$ cat config.mk
export PLATFORM = sky130hd
export DESIGN_NAME = i2s_receiver_flat
export DESIGN_NICKNAME = d
export VERILOG_FILES = /design/src/rtl/i2s_receiver_if.sv /design/src/rtl/i2s_receiver.sv /design/src/flat_wrapper.sv
export SDC_FILE = /design/constraint.sdc
export NUM_CORES = 1
export LEC_CHECK = 0
export ABC_AREA = 1
export ABC_CLOCK_PERIOD_IN_PS = 1900
export BUFFER_PORTS_ARGS = -buffer_cell sky130_fd_sc_hd__buf_2
export CORE_MARGIN = 10
export CORE_UTILIZATION = 49
export CTS_CLUSTER_DIAMETER = 60
export DETAILED_ROUTE_END_ITERATION = 8
export GPL_TIMING_DRIVEN = 0
export PLACE_DENSITY = 0.67
export RECOVER_POWER = 50
export SETUP_SLACK_MARGIN = 0.1
export SLEW_MARGIN = 20
export SYNTH_ARGS = -nofsm -noshare
export SYNTH_HDL_FRONTEND = slang
export SYNTH_SLANG_ARGS = --single-unit
$ cat constraint.sdc
create_clock -name clk -period 1.9 [get_ports clk]
set_input_delay 0.38 -clock clk [delete_from_list [all_inputs] [get_ports clk]]
set_output_delay 0.38 -clock clk [all_outputs]
set_load 0.005 [all_outputs]
$ cat src/rtl/i2s_receiver_if.sv
// I2S capture bus: ADC pads and enable in, paired stereo samples and status out.
// The receiver takes the slave modport; the ADC side / host drives through master.
interface i2s_receiver_if;
  logic               en;
  logic               sclk_in;
  logic               lrclk_in;
  logic               sdout_in;
  logic signed [15:0] audio_l;
  logic signed [15:0] audio_r;
  logic               frame_valid;
  logic               locked;
  logic               short_err;

  modport master (
    output en, sclk_in, lrclk_in, sdout_in,
    input  audio_l, audio_r, frame_valid, locked, short_err
  );

  modport slave (
    input  en, sclk_in, lrclk_in, sdout_in,
    output audio_l, audio_r, frame_valid, locked, short_err
  );
endinterface

$ cat src/rtl/i2s_receiver.sv
// I2S slave receiver: oversamples the ADC bit clock in the clk domain, locks on a
// word-select change and delivers 16-bit left/right samples as a pair.
module i2s_receiver (
  input logic            clk,
  input logic            rst_n,
  i2s_receiver_if.slave  bus
);

  localparam int         DATA_W = 16;
  localparam logic [0:0] HUNT   = 1'b0;
  localparam logic [0:0] RUN    = 1'b1;

  logic [2:0]               sclk_q, sclk_d;
  logic [1:0]               ws_q, ws_d;
  logic [1:0]               sd_q, sd_d;
  logic                     ws_prev_q, ws_prev_d;
  logic                     ws_seen_q, ws_seen_d;
  logic [0:0]               state_q, state_d;
  logic [4:0]               bit_idx_q, bit_idx_d;
  logic signed [DATA_W-1:0] shift_q, shift_d;
  logic signed [DATA_W-1:0] stage_l_q, stage_l_d;
  logic                     stage_vld_q, stage_vld_d;
  logic signed [DATA_W-1:0] audio_l_q, audio_l_d;
  logic signed [DATA_W-1:0] audio_r_q, audio_r_d;
  logic                     frame_valid_q, frame_valid_d;
  logic                     short_err_q, short_err_d;

  logic                     rise;
  logic                     ws_s;
  logic                     sd_s;
  logic                     ws_change;
  logic signed [DATA_W-1:0] word_w;

  // Bits beyond the 16th of a long word are dropped, keeping the word MSB-aligned.
  function automatic logic signed [DATA_W-1:0] insert_bit(
    input logic signed [DATA_W-1:0] word,
    input logic [4:0]               idx,
    input logic                     b
  );
    logic signed [DATA_W-1:0] w;
    w = word;
    if (idx < 5'd16) w[4'd15 - idx[3:0]] = b;
    return w;
  endfunction

  function automatic logic [4:0] sat_inc(input logic [4:0] idx);
    return (idx == 5'd31) ? idx : idx + 5'd1;
  endfunction

  // Synchroniser stage: sclk_q[1] is the synchronised bit clock, sclk_q[2] its previous value.
  assign rise      = sclk_q[1] & ~sclk_q[2];
  assign ws_s      = ws_q[1];
  assign sd_s      = sd_q[1];
  assign ws_change = rise & ws_seen_q & (ws_s != ws_prev_q);
  assign word_w    = insert_bit(shift_q, bit_idx_q, sd_s);

  // Capture stage: word assembly, staging and pair output on each bit-clock rise.
  always_comb begin
    sclk_d        = {sclk_q[1:0], bus.sclk_in};
    ws_d          = {ws_q[0], bus.lrclk_in};
    sd_d          = {sd_q[0], bus.sdout_in};
    ws_prev_d     = ws_prev_q;
    ws_seen_d     = ws_seen_q;
    state_d       = state_q;
    bit_idx_d     = bit_idx_q;
    shift_d       = shift_q;
    stage_l_d     = stage_l_q;
    stage_vld_d   = stage_vld_q;
    audio_l_d     = audio_l_q;
    audio_r_d     = audio_r_q;
    frame_valid_d = 1'b0;
    short_err_d   = short_err_q;

    if (rise) begin
      ws_prev_d = ws_s;
      ws_seen_d = 1'b1;
    end

    if (!bus.en) begin
      state_d     = HUNT;
      bit_idx_d   = '0;
      shift_d     = '0;
      stage_vld_d = 1'b0;
    end else if (state_q == HUNT) begin
      bit_idx_d = '0;
      shift_d   = '0;
      if (ws_change) state_d = RUN;
    end else if (rise) begin
      if (ws_change) begin
        bit_idx_d = '0;
        shift_d   = '0;
        if (bit_idx_q < 5'd15) short_err_d = 1'b1;
        if (!ws_prev_q) begin
          stage_l_d   = word_w;
          stage_vld_d = 1'b1;
        end else if (stage_vld_q) begin
          audio_r_d     = word_w;
          audio_l_d     = stage_l_q;
          frame_valid_d = 1'b1;
        end
      end else begin
        shift_d   = word_w;
        bit_idx_d = sat_inc(bit_idx_q);
      end
    end
  end

  always_ff @(posedge clk or negedge rst_n) begin
    if (!rst_n) begin
      sclk_q        <= '0;
      ws_q          <= '0;
      sd_q          <= '0;
      ws_prev_q     <= 1'b0;
      ws_seen_q     <= 1'b0;
      state_q       <= HUNT;
      bit_idx_q     <= '0;
      shift_q       <= '0;
      stage_l_q     <= '0;
      stage_vld_q   <= 1'b0;
      audio_l_q     <= '0;
      audio_r_q     <= '0;
      frame_valid_q <= 1'b0;
      short_err_q   <= 1'b0;
    end else begin
      sclk_q        <= sclk_d;
      ws_q          <= ws_d;
      sd_q          <= sd_d;
      ws_prev_q     <= ws_prev_d;
      ws_seen_q     <= ws_seen_d;
      state_q       <= state_d;
      bit_idx_q     <= bit_idx_d;
      shift_q       <= shift_d;
      stage_l_q     <= stage_l_d;
      stage_vld_q   <= stage_vld_d;
      audio_l_q     <= audio_l_d;
      audio_r_q     <= audio_r_d;
      frame_valid_q <= frame_valid_d;
      short_err_q   <= short_err_d;
    end
  end

  assign bus.audio_l     = audio_l_q;
  assign bus.audio_r     = audio_r_q;
  assign bus.frame_valid = frame_valid_q;
  assign bus.locked      = (state_q == RUN);
  assign bus.short_err   = short_err_q;

endmodule
$ cat src/flat_wrapper.sv
// flat-port wrapper written by rule: the top's interface ports become plain ports
module i2s_receiver_flat 
  (clk, rst_n, bus_en, bus_sclk_in, bus_lrclk_in, bus_sdout_in, bus_audio_l, bus_audio_r, bus_frame_valid, bus_locked, bus_short_err);
  i2s_receiver_if bus_i ();
  input logic clk;
  input logic rst_n;
  input wire logic [$bits(bus_i.en)-1:0] bus_en;
  input wire logic [$bits(bus_i.sclk_in)-1:0] bus_sclk_in;
  input wire logic [$bits(bus_i.lrclk_in)-1:0] bus_lrclk_in;
  input wire logic [$bits(bus_i.sdout_in)-1:0] bus_sdout_in;
  output wire logic [$bits(bus_i.audio_l)-1:0] bus_audio_l;
  output wire logic [$bits(bus_i.audio_r)-1:0] bus_audio_r;
  output wire logic [$bits(bus_i.frame_valid)-1:0] bus_frame_valid;
  output wire logic [$bits(bus_i.locked)-1:0] bus_locked;
  output wire logic [$bits(bus_i.short_err)-1:0] bus_short_err;
  assign bus_i.en = bus_en;
  assign bus_i.sclk_in = bus_sclk_in;
  assign bus_i.lrclk_in = bus_lrclk_in;
  assign bus_i.sdout_in = bus_sdout_in;
  assign bus_audio_l = bus_i.audio_l;
  assign bus_audio_r = bus_i.audio_r;
  assign bus_frame_valid = bus_i.frame_valid;
  assign bus_locked = bus_i.locked;
  assign bus_short_err = bus_i.short_err;
  i2s_receiver u_core (.clk(clk), .rst_n(rst_n), .bus(bus_i));
endmodule
==> results.toml, run 1 <==
[synthesis]
syn_inst = 365
synth_top_area_share_pct = 60.6
yosysTopAreaCell = "dfrtp_1"
synth_warnings = 0
seq_area_frac_synth_pct = 60.6
synth_area_per_cell_um2 = 9.28
synthTopCellsByArea = "dfrtp_1, nand2_1, o21ai_0"
synthDistinctLibCells = 25
syn-num-nets = 376
synth_seq_cells = 82
syn-cell-area_um2 = 3390

[cells_and_area]
final_common_cell = "nand2_1"
layout-drive-gt1-share_pct = 18.5
syn_to_final_growth_pct = 15.0
n_antenna_cell = 0
layout.nets = 429
nFillCells = 630
final_cell_mix = "nand2_1, dfrtp_1, buf_2"

[timing]
max-slew-margin-rel_pct = 55.9
setup_ws_ns = 0.246
fin_crit_sh_pct = 87.0
hold_ws_ns = 0.130
max_freq_mhz = 605
setup_viol = 0
hold_violations = 0
drv_slew = 0
rsz0062_at_grt = "yes"
period_minus_slack_ns = 1.65
worstMarginPinSlew_ns = 0.661
skew_ns = 0.00712

[flow_run]
maxCapViolations = 0

[clock_network]
clk_pin_slew_ns = 0.08
cts_inserted_buffers = 9
h-tree-depth = 3
cts_tree = "yes"
clock_latency_ns = 0.35
root_buffer = "clkbuf_8"
post-cts-setup-buffer-count = 0
cts_sinks = 82
cts_buffer_depth = 2

[worst_setup_path]
crit_family = "compound AO/OA/AOI/OAI gates"
path_cells = "ha_1 -> inv_1 -> nor2_1 -> nand2_1 -> o21ai_1 -> o21ai_0"
slowest_stage = "dfrtp_1"
cp.required_ns = 2.13
crit_path_end_kind = "register"
worstSetupStartpointType = "register"
slowest_delay_ns = 0.44
cp_max_fo = 6
arrival_ns = 1.88
critical_path_buf_inv_count = 1
worstSetupPathType = "register to register"

[placement]
io_buffers = 40
place.gp.congestion = 0.798
place_hpwl_mm = 5.06
place_ws_ns = 0.0760

[grt]
grt_pass1_wl_mm = 11.9
track_usage_pct = 14.3
first_global_vias = 2485
antenna_found_initial = 0
grt_overflow_total = 0
grt_max_degree = 59

[detailed_routing]
viasPerCell = 4.94
drc = 0
avgRoutedWirePerCell_um = 13.8
dr_total_vias = 2479
drt-initial-drc-count = 109
ant_nets = 0
firstDrtPassIters = 4
routed_wl_mm = 6.90

[power]
p_seq_share_pct = 59.2
power_w = 0.00301
p_clk_share_pct = 36.9
p_comb_share_pct = 3.9
p_sw_share_pct = 23.4
ir_drop_v = 0.000320
p_per_area_nw_per_um2 = 773
cell_internal_pwr_w = 0.00231
p_sw_w = 0.000704
p_leak_nw = 2.08

[run_status]
status = "finished, final reports clean"

[floorplanning]
core-area_um2 = 6760
ios = 41
fp.dieW_um = 103
start_util_pct = 50.1
die_h_um = 103
die_area_um2 = 10600
rows = 30

[worst_hold_path]
hp-class = "input pin to register"
[per-stage QoR]
step                setup TNS, ns  util, %  instances  instance area (um2)
floorplan                       0        -        365                 3390
CTS                             0     57.6        502                 3890
detailed placement              0     55.0        486                 3720
global route                    0     57.6        502                 3890
global placement           -11.64     54.6        485                 3690
finish                          0     57.6        502                 3890
[cell families (layout without fill, tap and decap cells)]
kind of cell	after synthesis	count (layout)	synth area share, %
compound gates	71	71	11.6
xor+xnor	1	1	0.259
fa+ha+maj	5	5	1.85
buf+inv	51	108	6.84
flops	82	82	60.6
simple gates	155	155	18.8
[layer usage]
| metal | wire length, um | share of wire [%] | track usage, % | vias to the layer above |
|---|---|---|---|---|
| met5 | 0 | 0 | 0 | - |
| met4 | 97 | 1.4 | 7.06 | 0 |
| met3 | 326 | 4.7 | 3.02 | 9 |
| met2 | 3150 | 46 | 21.7 | 50 |
| met1 | 3330 | 48 | 19.1 | 1145 |
| li1 | - | - | - | 1275 |
[final timing paths]
kind | from | endpoint | slack (ns) | depth (start not counted)
max in group asynchronous | rst_n | u_core.bit_idx_q[0] | 0.62 | 3
min in group asynchronous | rst_n | u_core.bus.audio_l[1] | 0.58 | 2
worst min register to register | u_core.sd_q[0] | u_core.sd_q[1] | 0.35 | 0
worst min-delay path | bus_sclk_in | u_core.sclk_q[0] | 0.13 | 1
worst max register to register | u_core.bit_idx_q[1] | u_core.stage_l_q[8] | 0.25 | 6
worst max-delay path | u_core.bit_idx_q[1] | u_core.stage_l_q[8] | 0.25 | 6
[cell usage after synthesis]
master	number
o21ai_2	4
inv_4	1
nand3_1	5
o22ai_1	16
a31o_2	1
o21ai_0	46
buf_2	6
clkbuf_1	2
inv_2	3
nand3_2	1
a21oi_1	1
ha_1	5
nand2_4	1
o21ai_1	3
nand3_4	1
nand2_2	4
nor2_1	9
nand2_1	131
nor3_2	1
dfrtp_1	82
inv_1	34
xor2_1	1
buf_6	3
buf_4	2
nand4_1	2
[final cells by class]
class	instances	area [um2]	area share, %
flip-flops and latches	82	2050	52.7
multi-input cells	232	1110	28.5
clock inverters	4	27.5	0.707
repair buffers	42	229	5.88
clock buffers	11	141	3.63
well taps	80	100	2.57
plain buffers	13	86.3	2.22
inverters	38	145	3.73
[worst reg2reg max path, stage by stage (launching register included)]
cell and delay (ns):
dfrtp_1 0.44, ha_1 0.22, inv_1 0.06, nor2_1 0.23, nand2_1 0.13, o21ai_1 0.31, o21ai_0 0.14
[state kept, by name, indices dropped and copies added (netlist names)]
signal and flops:
u_core.bit_idx_q 5, u_core.bus.audio_l 16, u_core.bus.audio_r 16, u_core.bus.frame_valid 1, u_core.bus.locked 1, u_core.bus.short_err 1
u_core.sclk_q 3, u_core.sd_q 2, u_core.shift_q 16, u_core.stage_l_q 16, u_core.stage_vld_q 1, u_core.ws_prev_q 1
u_core.ws_q 2, u_core.ws_seen_q 1
[power by group through the flow]
stage / sequential (W) / clock, W / combinational, W
2_1_floorplan: 0.00181 / 0 / 0.0000516
3_3_place_gp: 0.00181 / 0 / 0.000110
3_5_place_dp: 0.00182 / 0 / 0.000120
4_1_cts: 0.00178 / 0.00114 / 0.000122
5_1_grt: 0.00178 / 0.00122 / 0.000137
6_report: 0.00178 / 0.00111 / 0.000118
[what timing repair did]
item / in CTS / in global routing
endpoints found under the hold margin: 24 / 0
hold buffers: 1 / 0
resized for setup: 2 / 17
endpoints found under the setup margin: 3 / 44
No activity file was read; power rests on OpenSTA's default activity.
==> run 2, diff against run 1 <==
--- a/config.mk
+++ b/config.mk
@@ -6,14 +6,14 @@
 export NUM_CORES = 1
 export LEC_CHECK = 0
 export ABC_AREA = 1
-export ABC_CLOCK_PERIOD_IN_PS = 1900
+export ABC_CLOCK_PERIOD_IN_PS = 2110
 export BUFFER_PORTS_ARGS = -buffer_cell sky130_fd_sc_hd__buf_2
 export CORE_MARGIN = 10
-export CORE_UTILIZATION = 49
+export CORE_UTILIZATION = 40
 export CTS_CLUSTER_DIAMETER = 60
 export DETAILED_ROUTE_END_ITERATION = 8
 export GPL_TIMING_DRIVEN = 0
-export PLACE_DENSITY = 0.67
+export PLACE_DENSITY = 0.56
 export RECOVER_POWER = 50
 export SETUP_SLACK_MARGIN = 0.1
 export SLEW_MARGIN = 20
==> constraint.sdc (replaced) <==
create_clock -name clk -period 2.11 [get_ports clk]
set_input_delay 0.211 -clock clk [delete_from_list [all_inputs] [get_ports clk]]
set_output_delay 0.211 -clock clk [all_outputs]
set_load 0.005 [all_outputs]
==> results.toml, run 2 (synthesized netlist as in run 1, its figures left out) <==
[run_status]
status = "finished, final reports clean"

[floorplanning]
rows = 33
start_util_pct = 41.2
core-area_um2 = 8220
ios = 41
die_area_um2 = 12500
fp.dieW_um = 112
die_h_um = 112

[timing]
fin_crit_sh_pct = 85.5
drv_slew = 0
max-slew-margin-rel_pct = 31.3
worstMarginPinSlew_ns = 1.03
fin_tns_setup_ns = 0
hold_violations = 0
rsz0062_at_grt = "no"
setup_viol = 0
max_freq_mhz = 554
skew_ns = 0.0172
period_minus_slack_ns = 1.80

[detailed_routing]
routed_wl_mm = 7.44
viasPerCell = 4.72
drc = 0
avgRoutedWirePerCell_um = 14.0
dr_total_vias = 2500
firstDrtPassIters = 4
ant_nets = 0
drt-initial-drc-count = 120

[clock_network]
cts_buffer_depth = 2
root_buffer = "clkbuf_8"
h-tree-depth = 3
cts_tree = "yes"
clk_pin_slew_ns = 0.08
post-cts-setup-buffer-count = 0
cts_inserted_buffers = 9
cts_sinks = 82
clock_latency_ns = 0.37

[worst_setup_path]
cp_max_fo = 6
path_common_cell = "o21ai_0"
arrival_ns = 2.02
crit_path_end_kind = "register"
slowest_delay_ns = 0.44
path_cells = "ha_1 -> inv_1 -> nor2_1 -> nand2_1 -> o21ai_0 -> o21ai_0"
worstSetupPathType = "register to register"
slowest_stage = "dfrtp_1"
cp.required_ns = 2.33
worstSetupStartpointType = "register"

[grt]
grt_pass1_wl_mm = 12.6
first_global_vias = 2532
grt_overflow_total = 0
track_usage_pct = 12.1
grt_max_degree = 44
antenna_found_initial = 0

[placement]
place.gp.congestion = 0.790
io_buffers = 40
place_hpwl_mm = 5.33

[power]
ir_drop_v = 0.000293
cell_internal_pwr_w = 0.00229
p_sw_w = 0.000683
power_w = 0.00297
p_per_area_nw_per_um2 = 745
p_comb_share_pct = 3.7
p_clk_share_pct = 42.4
p_leak_nw = 2.11
p_seq_share_pct = 53.9
p_sw_share_pct = 23.0

[cells_and_area]
final_cell_mix = "nand2_1, dfrtp_1, o21ai_0"
final_common_cell = "nand2_1"
layout-drive-gt1-share_pct = 17.9
syn_to_final_growth_pct = 17.7
n_antenna_cell = 0
layout.nets = 432

[flow_run]
maxCapViolations = 0

[worst_hold_path]
hp-class = "input pin to register"
[run 2: through the flow]
step / worst slack [ns] / area (um2) / hold slack [ns] / util, % / std cells
final: 0.305 / 3990 / 0.167 / 48.5 / 530
after global routing: 0.104 / 3990 / 0.192 / 48.5 / 530
after CTS: 0.252 / 4000 / 0.163 / 48.7 / 530
after detailed placement: 0.266 / 3750 / 0.232 / 45.6 / 511
after global placement: 0.166 / 3720 / 0.319 / 45.2 / 510
after floorplan: 0.646 / 3390 / -0.0846 / - / 365
[run 2: final timing paths]
kind,cells past startpoint,slack [ns],startpoint,to
max in group asynchronous,3,0.79,rst_n,u_core.bit_idx_q[3]
min in group asynchronous,2,0.56,rst_n,u_core.bus.audio_l[7]
hold / removal,3,0.17,bus_en,u_core.bit_idx_q[3]
setup / recovery,6,0.31,u_core.bit_idx_q[0],u_core.stage_l_q[12]
setup reg to reg,6,0.31,u_core.bit_idx_q[0],u_core.stage_l_q[12]
hold reg to reg,0,0.35,u_core.sd_q[0],u_core.sd_q[1]
[run 2: power by group through the flow]
stage                     logic [W]  registers (W)  clock network (W)
after detailed placement   0.000111        0.00163                  0
after global placement     0.000102        0.00163                  0
after global routing       0.000126        0.00160            0.00134
final                      0.000110        0.00160            0.00126
after floorplan           0.0000464        0.00163                  0
after CTS                  0.000117        0.00160            0.00128
[run 2: routing by layer]
layer / routed length [um] / global-route usage, % / vias up
li1: - / - / 1275
met1: 3600 / 15.9 / 1163
met2: 3280 / 18.3 / 52
met3: 433 / 3.92 / 10
met4: 119 / 4.57 / 0
met5: 0 / 0 / -
[run 2: what timing repair did]
action | in CTS | in global routing
hold buffers | 4 | 0
gates resized for setup | 0 | 1
setup endpoints to repair | 0 | 1
endpoints found under the hold margin | 42 | 0
[run 2: layout make-up]
type / instances / area [um2]
Fill cell: 817 / 4230
Clock inverter: 6 / 90.1
Clock buffer: 9 / 124
Inverter: 38 / 145
Buffer: 13 / 86.3
Sequential cell: 82 / 2050
Multi-Input combinational cell: 232 / 1100
Tap cell: 105 / 131
Timing Repair Buffer: 45 / 260
[run 2: critical path, delay by kind of cell (launching register included)]
family | cells | cell delay [ns]
compound gates | 2 | 0.58
fa+ha+maj | 1 | 0.22
buf+inv | 1 | 0.06
simple gates | 2 | 0.36
flops | 1 | 0.44
